### src/rtl/dmem_ctrl.sv
// dmem_ctrl: MEM-stage data memory controller bridging RV32I loads/stores to a
// req/ack word bus with alignment/legality checks, lane steering and timeout abort.
module dmem_ctrl #(
  parameter int unsigned TIMEOUT = 16
) (
  input  logic        clk,
  input  logic        rst,
  input  logic        mem_en_mem,
  input  logic        mem_wr_mem,
  input  logic [2:0]  funct3_mem,
  input  logic [31:0] addr_mem,
  input  logic [31:0] wdata_mem,
  output logic        stall_mem,
  output logic [31:0] load_data_wb,
  output logic        done_pulse,
  output logic        misalign_fault,
  output logic        illegal_fault,
  output logic        bus_fault,
  output logic        bus_req,
  output logic        bus_we,
  output logic [31:0] bus_addr,
  output logic [3:0]  bus_be,
  output logic [31:0] bus_wdata,
  input  logic [31:0] bus_rdata,
  input  logic        bus_ack
);
  typedef enum logic [1:0] {IDLE, BUSY, DONE} state_t;
  state_t      state_q, state_d;
  logic [7:0]  cnt_q, cnt_d;
  logic [31:0] addr_q, wdata_q, ld_q, ld_d, lane, fmt;
  logic [2:0]  f3_q;
  logic        we_q, mis_q, ill_q, bf_q;
  logic [3:0]  be_q, be_n;
  logic [31:0] wd_n;
  logic        req, legal, aligned, accept, busy, timeout;
  always_comb begin
    req     = (state_q == IDLE) && mem_en_mem;
    legal   = mem_wr_mem ? (!funct3_mem[2] && funct3_mem[1:0] != 2'd3)
                         : (funct3_mem != 3'd3 && funct3_mem != 3'd6 && funct3_mem != 3'd7);
    aligned = (funct3_mem[1:0] == 2'd2) ? (addr_mem[1:0] == 2'd0) :
              (funct3_mem[1:0] == 2'd1) ? !addr_mem[0] : 1'b1;
    accept  = req && legal && aligned;
    busy    = (state_q == BUSY);
    timeout = (cnt_q == 8'(TIMEOUT - 1));
    be_n    = (funct3_mem[1:0] == 2'd0) ? (4'b0001 << addr_mem[1:0]) :
              (funct3_mem[1:0] == 2'd1) ? (4'b0011 << addr_mem[1:0]) : 4'b1111;
    wd_n    = (funct3_mem[1:0] == 2'd0) ? {4{wdata_mem[7:0]}} :
              (funct3_mem[1:0] == 2'd1) ? {2{wdata_mem[15:0]}} : wdata_mem;
    lane    = bus_rdata >> {addr_q[1:0], 3'b000};
    fmt     = (f3_q == 3'd0) ? {{24{lane[7]}}, lane[7:0]} :
              (f3_q == 3'd1) ? {{16{lane[15]}}, lane[15:0]} :
              (f3_q == 3'd4) ? {24'd0, lane[7:0]} :
              (f3_q == 3'd5) ? {16'd0, lane[15:0]} : lane;
    // A timed-out load must not leave a stale value looking like a result.
    ld_d    = (busy && !we_q) ? (bus_ack ? fmt : timeout ? 32'd0 : ld_q) : ld_q;
    state_d = (state_q == IDLE) ? (accept ? BUSY : IDLE) :
              busy ? ((bus_ack || timeout) ? DONE : BUSY) : IDLE;
    cnt_d   = busy ? cnt_q + 8'd1 : 8'd0;
  end
  always_ff @(posedge clk or posedge rst) begin
    if (rst) begin
      state_q <= IDLE;
      cnt_q   <= '0;
      addr_q  <= '0;
      wdata_q <= '0;
      f3_q    <= '0;
      we_q    <= 1'b0;
      be_q    <= '0;
      ld_q    <= '0;
      mis_q   <= 1'b0;
      ill_q   <= 1'b0;
      bf_q    <= 1'b0;
    end else begin
      state_q <= state_d;
      cnt_q   <= cnt_d;
      ld_q    <= ld_d;
      mis_q   <= req && legal && !aligned;
      ill_q   <= req && !legal;
      bf_q    <= busy && !bus_ack && timeout;
      if (accept) begin
        addr_q  <= addr_mem;
        wdata_q <= wd_n;
        f3_q    <= funct3_mem;
        we_q    <= mem_wr_mem;
        be_q    <= be_n;
      end
    end
  end
  assign stall_mem      = accept || busy;
  assign bus_req        = busy;
  assign bus_we         = we_q;
  assign bus_addr       = {addr_q[31:2], 2'b00};
  assign bus_be         = be_q;
  assign bus_wdata      = wdata_q;
  assign load_data_wb   = ld_q;
  assign done_pulse     = (state_q == DONE);
  assign misalign_fault = mis_q;
  assign illegal_fault  = ill_q;
  assign bus_fault      = bf_q;
endmodule

### config.mk
export PLATFORM = sky130hd
export DESIGN_NAME = dmem_ctrl
export DESIGN_NICKNAME = d
export VERILOG_FILES = /design/src/rtl/dmem_ctrl.sv
export SDC_FILE = /design/constraint.sdc
export NUM_CORES = 1
export LEC_CHECK = 0
export CAP_MARGIN = 20
export CORE_ASPECT_RATIO = 1.5
export CORE_MARGIN = 5
export CORE_UTILIZATION = 29
export DETAILED_ROUTE_END_ITERATION = 12
export GPL_TIMING_DRIVEN = 0
export PLACE_DENSITY = 0.56
export SYNTH_ARGS = -nofsm -noshare
export SYNTH_HDL_FRONTEND = slang
export SYNTH_SLANG_ARGS = --single-unit
export TNS_END_PERCENT = 5
### constraint.sdc
create_clock -name clk -period 4.7 [get_ports clk]
set_input_delay 0.47 -clock clk [delete_from_list [all_inputs] [get_ports clk]]
set_output_delay 0.47 -clock clk [all_outputs]
set_load 0.03 [all_outputs]
After elaboration in Yosys (flattened, before gate mapping)

Index checks and enable logic that the tools add are counted.

Equality and inequality tests: 12
Add/sub/neg operators: 1
Reduce and logical (&&, ||, !) cells: 25
Shift-type cells: 3
Mux-type cells: 18

Operators by type and width:

| kind                                                              | count |
|---|---|
| 32-bit 2-to-1 mux                                                 | 8 |
| 32-bit by 5-bit >> shifter with 32-bit output                     | 1 |
| 1-bit logical AND                                                 | 11 |
| 8-bit by 1-bit adder with 8-bit output, second input constant     | 1 |
| 8-bit by 4-bit == test with 1-bit output, second input constant   | 1 |
| 4-bit 2-to-1 mux                                                  | 2 |
| 8-bit 2-to-1 mux                                                  | 1 |
| 3-bit == test, second input constant                              | 2 |
| 1-bit logical NOT                                                 | 6 |
| 2-bit logical NOT                                                 | 3 |
| 2-bit 2-to-1 mux                                                  | 3 |
| 3-bit != test, second input constant                              | 2 |
| 2-bit by 1-bit == test with 1-bit output, second input constant   | 2 |
| 2-bit == test, second input constant                              | 2 |
| 1-bit 2-to-1 mux                                                  | 4 |
| 1-bit by 2-bit << shifter with 4-bit output, first input constant | 1 |
| 2-bit by 2-bit << shifter with 4-bit output, first input constant | 1 |
| 3-bit by 1-bit == test with 1-bit output, second input constant   | 1 |
| 3-bit logical NOT                                                 | 1 |
| 3-bit by 2-bit != test with 1-bit output, second input constant   | 1 |
| 1-bit logical OR                                                  | 2 |
| 2-bit != test, second input constant                              | 1 |
| 2-bit AND reduction                                               | 1 |
| 2-bit nonzero test                                                | 1 |

Logic and storage cells: 70
Output and inout bits: 107
Register bits: 117
Bits of input ports: 104

Depth between registers and ports, before layout

Depth in word-level cells: 8
Gate-level depth with buffers: 8
Gate-level depth less buffers: 6

Least setup slack after synthesis

Ideal clock, no wire load.

Kind: input to output
Start: input addr_mem[1]
End: output stall_mem
Stages on the path: 8
Required time: 4.230 ns
Path buffers: 2
Arrival: 1.816 ns
Slack: 2.414 ns
Cells stage by stage: inv_1 -> ha_1 -> nor3b_1 -> a31oi_1 -> and3_1 -> buf_4 -> buf_6 -> nand2b_1

Longest elaborated chain between the ends: 4

RTL lines:

| item              | line | source |
|---|---|---|
| start, declared   | 11   | `input logic [31:0] addr_mem,` |
| 2-bit logical NOT | 40   | `aligned = (funct3_mem[1:0] == 2'd2) ? (addr_mem[1:0] == 2'd0) :` |
| 1-bit 2-to-1 mux  | 40   |  |
| 1-bit logical AND | 42   | `accept = req && legal && aligned;` |
| 1-bit logical OR  | 89   | `assign stall_mem = accept \|\| busy;` |
| end, declared     | 13   | `output logic stall_mem,` |

No other way between the ends.

Final worst setup path

Start: input addr_mem[0]
End: output stall_mem

Longest elaborated chain between the ends: 5
Elaborated cells between the ends (all ways): 6
Those cells by class: mux (2); reduce/logical (4)

RTL lines:

| item                | line | source |
|---|---|---|
| 1-bit logical NOT   | 41   | `(funct3_mem[1:0] == 2'd1) ? !addr_mem[0] : 1'b1;` |
| 1-bit 2-to-1 mux    | 41   |  |
| 1-bit 2-to-1 mux *  | 40   |  |
| 1-bit logical AND * | 42   |  |
| 1-bit logical OR *  | 89   |  |

Every way passes the cells marked *; elsewhere a longest branch is shown, timed or not.

==> flow_summary.json <==
{
  "setup_ws_ps": 1050,
  "end_kind": "output pin",
  "synth_ff_type": "dfrtp_1",
  "setup_violations": 0,
  "hp-class": "in -> async",
  "cts_buffers": 17,
  "hold_buffers": 0,
  "fp.dieH_um": 182,
  "synth.most_common_cell": "dfrtp_1",
  "clk_pin_slew_ps": 50,
  "drive_gt1_share_pct": 18.9,
  "cts.repair.resized": 0,
  "power_mw": 5.28,
  "syn_inst": 477,
  "dp.cells": 946,
  "ioPinCount": 211,
  "max-slew-margin-rel_pct": 37.6,
  "fp.dieW_um": 125,
  "hpwl_mm": 14.3,
  "fp-row-count": 63,
  "irDropWorstVdd_mv": 0.229,
  "ys_async_sr_fraction_pct": 100,
  "pre_cts_ws_ps": 1020,
  "grtUsageTotal_pct": 16.4,
  "worst-endpoint-required_ps": 4230,
  "slowest_stage": "clkdlybuf4s50_1",
  "yosysWarnings": 0,
  "routed_wirelength_mm": 18.6,
  "final_max_slew_viol_count": 0,
  "core_area_um2": 19600,
  "yosysTopAreaCell": "dfrtp_1",
  "nets": 814,
  "die-area_um2": 22800,
  "whs_ps": 403,
  "detail-route-antenna-nets": 0,
  "netlist.area_leader.share_pct": 51.0,
  "postLayoutCoreUtil_pct": 44.7,
  "post-route-drc-count": 0,
  "cts_buffer_depth": 2,
  "fin_skew_ps": 6.62,
  "p_leak_nw": 3.79,
  "viasPerCell": 4.78,
  "final.period_utilization_pct": 77.6,
  "grt_max_degree": 90,
  "synth-edff-count": 0,
  "min_period_ps": 3650,
  "critPathMaxFanout": 10,
  "critPathLaunchType": "input pin",
  "fin_cells": 976,
  "hold_viol": 0,
  "grt_pass1_vias": 5144,
  "fmax_mhz": 274,
  "globalplace.congestion": 0.848,
  "power_density_nw_per_um2": 602,
  "worstSkewPairLatency_ps": 410,
  "status": "completed",
  "crit_path_cell_trace": "clkdlybuf4s50_1 -> inv_1 -> ha_1 -> nor3b_1 -> a31oi_1 -> and3_1 -> buf_4 -> buf_6 -> nand2b_1 -> clkdlybuf4s50_1",
  "arrival_ps": 3180,
  "vias": 4665,
  "rsz0062_at_grt": "no",
  "cts_root_buf": "clkbuf_16",
  "post-cts-setup-buffers": 0,
  "critical_path_class": "in -> out",
  "diodes": 0,
  "synth_common_cells": "dfrtp_1 (117), mux2_2 (53), mux2i_1 (41)",
  "initial_core_util_pct": 29.3,
  "drv_cap": 0,
  "antenna_found_initial": 0,
  "tightest_slew_ps": 930,
  "yosysSeqAreaShare_pct": 51.0,
  "syn_avg_cell_area_um2": 12.0,
  "grt-ovfl-total": 0,
  "cts_sinks": 117,
  "drt_pass1_iterations": 4,
  "area_growth_syn_to_layout_pct": 52.8,
  "grt_pass1_wl_mm": 29.3,
  "path_common_cell": "clkdlybuf4s50_1",
  "routedWlPerCell_um": 19.0,
  "drtIter0Drc": 239,
  "synth_area_um2": 5740,
  "synth_seq_cells": 117,
  "htree_levels": 4,
  "io_buffers": 207,
  "slowest_delay_ps": 700,
  "cp_num_buf_inv": 5,
  "synth_area_leaders": "dfrtp_1 (51%), mux2_2 (10%), mux2i_1 (7.1%)",
  "cts_tree": "yes",
  "path_delay_family": "buffers and inverters",
  "yosys.cell_types.count": 45
}
metrics by stage:
step                instance area, µm²  TNS [ps]
floorplan                         5750         0
global placement                  8140    -82630
detailed placement                8180         0
CTS                               8770         0
global route                      8770         0
finish                            8770         0
metal layers:
metal	GRT usage, %	part of all wire, %
met1	17.8	37
met3	4.83	6.6
met4	6.47	2.5
met5	0	0
met2	30.0	54
report_power, final:
part	leakage, nW	internal (mW)	switching [mW]
Sequential	1.43	1.35	0.199
Combinational	2.07	1.13	1.29
Clock	0.287	0.866	0.453
cell families (layout without fill, tap and decap cells):
| group | count (synthesis) | after routing | share of synthesized area, % |
|---|---|---|---|
| AOI/OAI and AO/OA | 104 | 104 | 12.6 |
| xor gates and xnor gates | 6 | 6 | 0.915 |
| adders and majority gates | 5 | 5 | 1.09 |
| buffers and inverters | 67 | 305 | 7.60 |
| DFF | 117 | 117 | 51.0 |
| muxes | 109 | 109 | 20.7 |
| other | 1 | 2 | 0.0653 |
| and+or+nand+nor | 68 | 68 | 6.01 |
worst reg2reg max path: cells and delay by family, from the launching register on:
kind                   cells  cell delay, ps
and+or+nand+nor            2             940
buffers and inverters      2             420
DFF                        1             390
muxes                      1             350
area by class of cell:
| cell class | instances | area [µm²] |
|---|---|---|
| timing repair buffer | 208 | 2100 |
| inverter | 6 | 27.5 |
| clock buffer | 21 | 470 |
| tap | 260 | 325 |
| multi-input combinational | 294 | 2380 |
| buffer | 61 | 414 |
| sequential | 117 | 2930 |
| clock inverter | 9 | 128 |
| fill | 1805 | 10900 |
placed cells by master, fill, tap and decap left out, types with 17 or more instances in the layout:
| cell type | instances |
|---|---|
| clkdlybuf4s50_1 | 207 |
| dfrtp_1 | 117 |
| mux2_2 | 53 |
| mux2i_1 | 41 |
| buf_4 | 33 |
| nand2_1 | 26 |
| a21oi_1 | 18 |
| o21ai_0 | 17 |
| clkbuf_16 | 17 |
state kept, by name, summed over array words and instances (netlist names):
signal          flops
load_data_wb       32
bus_we              1
cnt_q               8
addr_q             32
illegal_fault       1
misalign_fault      1
bus_wdata          32
bus_be              4
f3_q                3
state_q             2
bus_fault           1
final timing paths:
kind | startpoint | endpoint | slack, ps | cells past startpoint
worst min-delay path | rst | addr_q[9] | 400 | 2
worst max-delay path | addr_mem[0] | stall_mem | 1050 | 10
worst min register to register | cnt_q[0] | cnt_q[0] | 470 | 1
worst max register to register | state_q[0] | bus_wdata[8] | 2480 | 5
max in group asynchronous | rst | addr_q[29] | 3560 | 3
min in group clk | cnt_q[0] | cnt_q[0] | 470 | 1
No activity file was read; power rests on OpenSTA's default activity.
==> variant (same flow settings) <==
Remove the register `bf_q`: a continuous assignment takes its place, so the output `bus_fault` follows one clock earlier.
--- a/src/rtl/dmem_ctrl.sv
+++ b/src/rtl/dmem_ctrl.sv
@@ -69,14 +69,12 @@
       ld_q    <= '0;
       mis_q   <= 1'b0;
       ill_q   <= 1'b0;
-      bf_q    <= 1'b0;
     end else begin
       state_q <= state_d;
       cnt_q   <= cnt_d;
       ld_q    <= ld_d;
       mis_q   <= req && legal && !aligned;
       ill_q   <= req && !legal;
-      bf_q    <= busy && !bus_ack && timeout;
       if (accept) begin
         addr_q  <= addr_mem;
         wdata_q <= wd_n;
@@ -86,6 +84,8 @@
       end
     end
   end
+
+  assign bf_q = busy && !bus_ack && timeout;
   assign stall_mem      = accept || busy;
   assign bus_req        = busy;
   assign bus_we         = we_q;
Function: no difference found for any inputs over 10 cycles, from zero or initial values and one cycle with rst high; that may be too few to reach the edited logic, so the function may still have changed.
==> variant against the unedited design <==
Total power increased by 1.6%; sequential cell count decreased by 1; critical path type unchanged; synthesized cell count decreased by 0.21%; register-to-register slack got worse by 20 ps; cell area increased by 0.19%; wire length about the same; worst hold slack improved by 56 ps; setup slack improved by 6.4 ps; sequential power about the same; synthesized area decreased by 0.44%; clock power increased by 6%.
==> variant: results (changes against the unedited design) <==
- Placer Congestion: 0.858 (was 0.848)
- Largest net degree at the start of global routing: 75 (was 90)
- Clock-pin slew on the worst setup and hold paths: 60 ps
- Final-layout clock buffer total: 25 (was 21)
- Synthesized area per cell: 12.0 um2 (about the same)
- Final std cells w/o fill: 977 (was 976)
- Post-Place Worst Slack: 1050 ps (was 1020 ps)
- Clk_skew: 8.44 ps (was 6.62 ps)
- Family with the most delay on the worst path: buffers and inverters (unchanged)
- Post-synth top cells: 116 x dfrtp_1, 53 x mux2_2, 41 x mux2i_1 (was 117 x dfrtp_1, 53 x mux2_2, 41 x mux2i_1)
- Initial antenna violation count: 0 (unchanged)
- Multi-input combinational area share: 27.1% (about the same)
- Sequential cell area share: 33.0% (was 33.4%)
- First-pass GRT wire length: 29.1 mm (was 29.3 mm)
- Plain + repair buffers: 269 (unchanged)
- Worst skew pair latency: 410 ps (about the same)
- DPL Wire Length: 14.4 mm (was 14.3 mm)
- DR vias/cell: 4.73 (was 4.78)
- Inst Count DP: 945 (was 946)
- Data buffer area share: 28.6% (about the same)
- CP arrival: 3170 ps (was 3180 ps)
- Gr usage total: 16.4% (about the same)
- Maximum vdd drop: 0.254 mV (was 0.229 mV)
- CTS H-tree lvls: 4 (unchanged)
- Seq/Total Area, Yosys: 50.8% (was 51.0%)
- Nets@finish: 813 (was 814)
- IO buf count: 207 (unchanged)
- Vias in the first global route: 5,177 (was 5,144)
- Static leakage: 3.79 nW (about the same)
- Largest cells by area after synthesis: dfrtp_1 51%, mux2_2 10%, mux2i_1 7.2% (was dfrtp_1 51%, mux2_2 10%, mux2i_1 7.1%)
- Slew @ Worst Pin: 1020 ps (was 930 ps)
- Yosys reg bits: 116 (was 117)
- ClkCell Share: 7.27% (was 6.82%)
- Yosys warning total: 0 (unchanged)
- Fill count: 1,810 (was 1,805)
- DRT iter0 DRCs: 146 (was 239)
- Status: completed (unchanged)
- Share of post-route cells with drive strength above 1: 18.7% (was 18.9%)
- DR WL/cell: 19.0 um (about the same)
- Cts repair resizes: 0 (unchanged)
variant: cell types whose count changed after synthesis:
cell,change
dfrtp_1,-1
variant: cells by family after synthesis:
group           synth area share (%)
flops                           50.8
mux                             20.8
compound gates                  12.6
simple gates                    6.04
buf+inv                         7.64
xor+xnor                       0.919
fa+ha+maj                       1.09
other cells                   0.0656
variant: path summary, 6_finish.rpt:
path / end / slack [ps] / cells after the start
worst min-delay path: addr_q[4]$_DFFE_PP0P_ / 460 / 2
worst max register to register: addr_q[31]$_DFFE_PP0P_ / 2460 / 5
max in group asynchronous: load_data_wb[16]$_DFFE_PP0P_ / 3520 / 3
worst max-delay path: stall_mem / 1060 / 10
min in group clk: cnt_q[0]$_DFF_PP0_ / 470 / 1
worst min register to register: cnt_q[0]$_DFF_PP0_ / 470 / 1
variant: through the flow:
stage / TNS [ps] / cell area, um2
3_5_place_dp: 0 / 8150
4_1_cts: 0 / 8790
3_3_place_gp: -77160 / 8120
5_1_grt: 0 / 8790
6_report: 0 / 8790
2_1_floorplan: 0 / 5720
variant: power by group:
| part | leakage, nW | internal [mW] | total [mW] | switching (mW) |
|---|---|---|---|---|
| combinational | 2.07 | 1.13 | 2.41 | 1.29 |
| clock | 0.304 | 0.946 | 1.40 | 0.458 |
| sequential | 1.42 | 1.34 | 1.55 | 0.207 |
variant: metal layers:
metal | vias up | track usage, % | share of wire (%)
met3 | 29 | 4.80 | 5.5
met5 | - | 0 | 0
li1 | 2166 | - | -
met1 | 2266 | 17.2 | 38
met2 | 160 | 30.4 | 54
met4 | 0 | 6.58 | 2.7
variant: worst reg2reg max path, stage by stage (launching register included):
cell	delay, ps
dfrtp_1	390
nor3b_1	670
and3_1	290
buf_4	230
buf_6	210
mux2_2	350
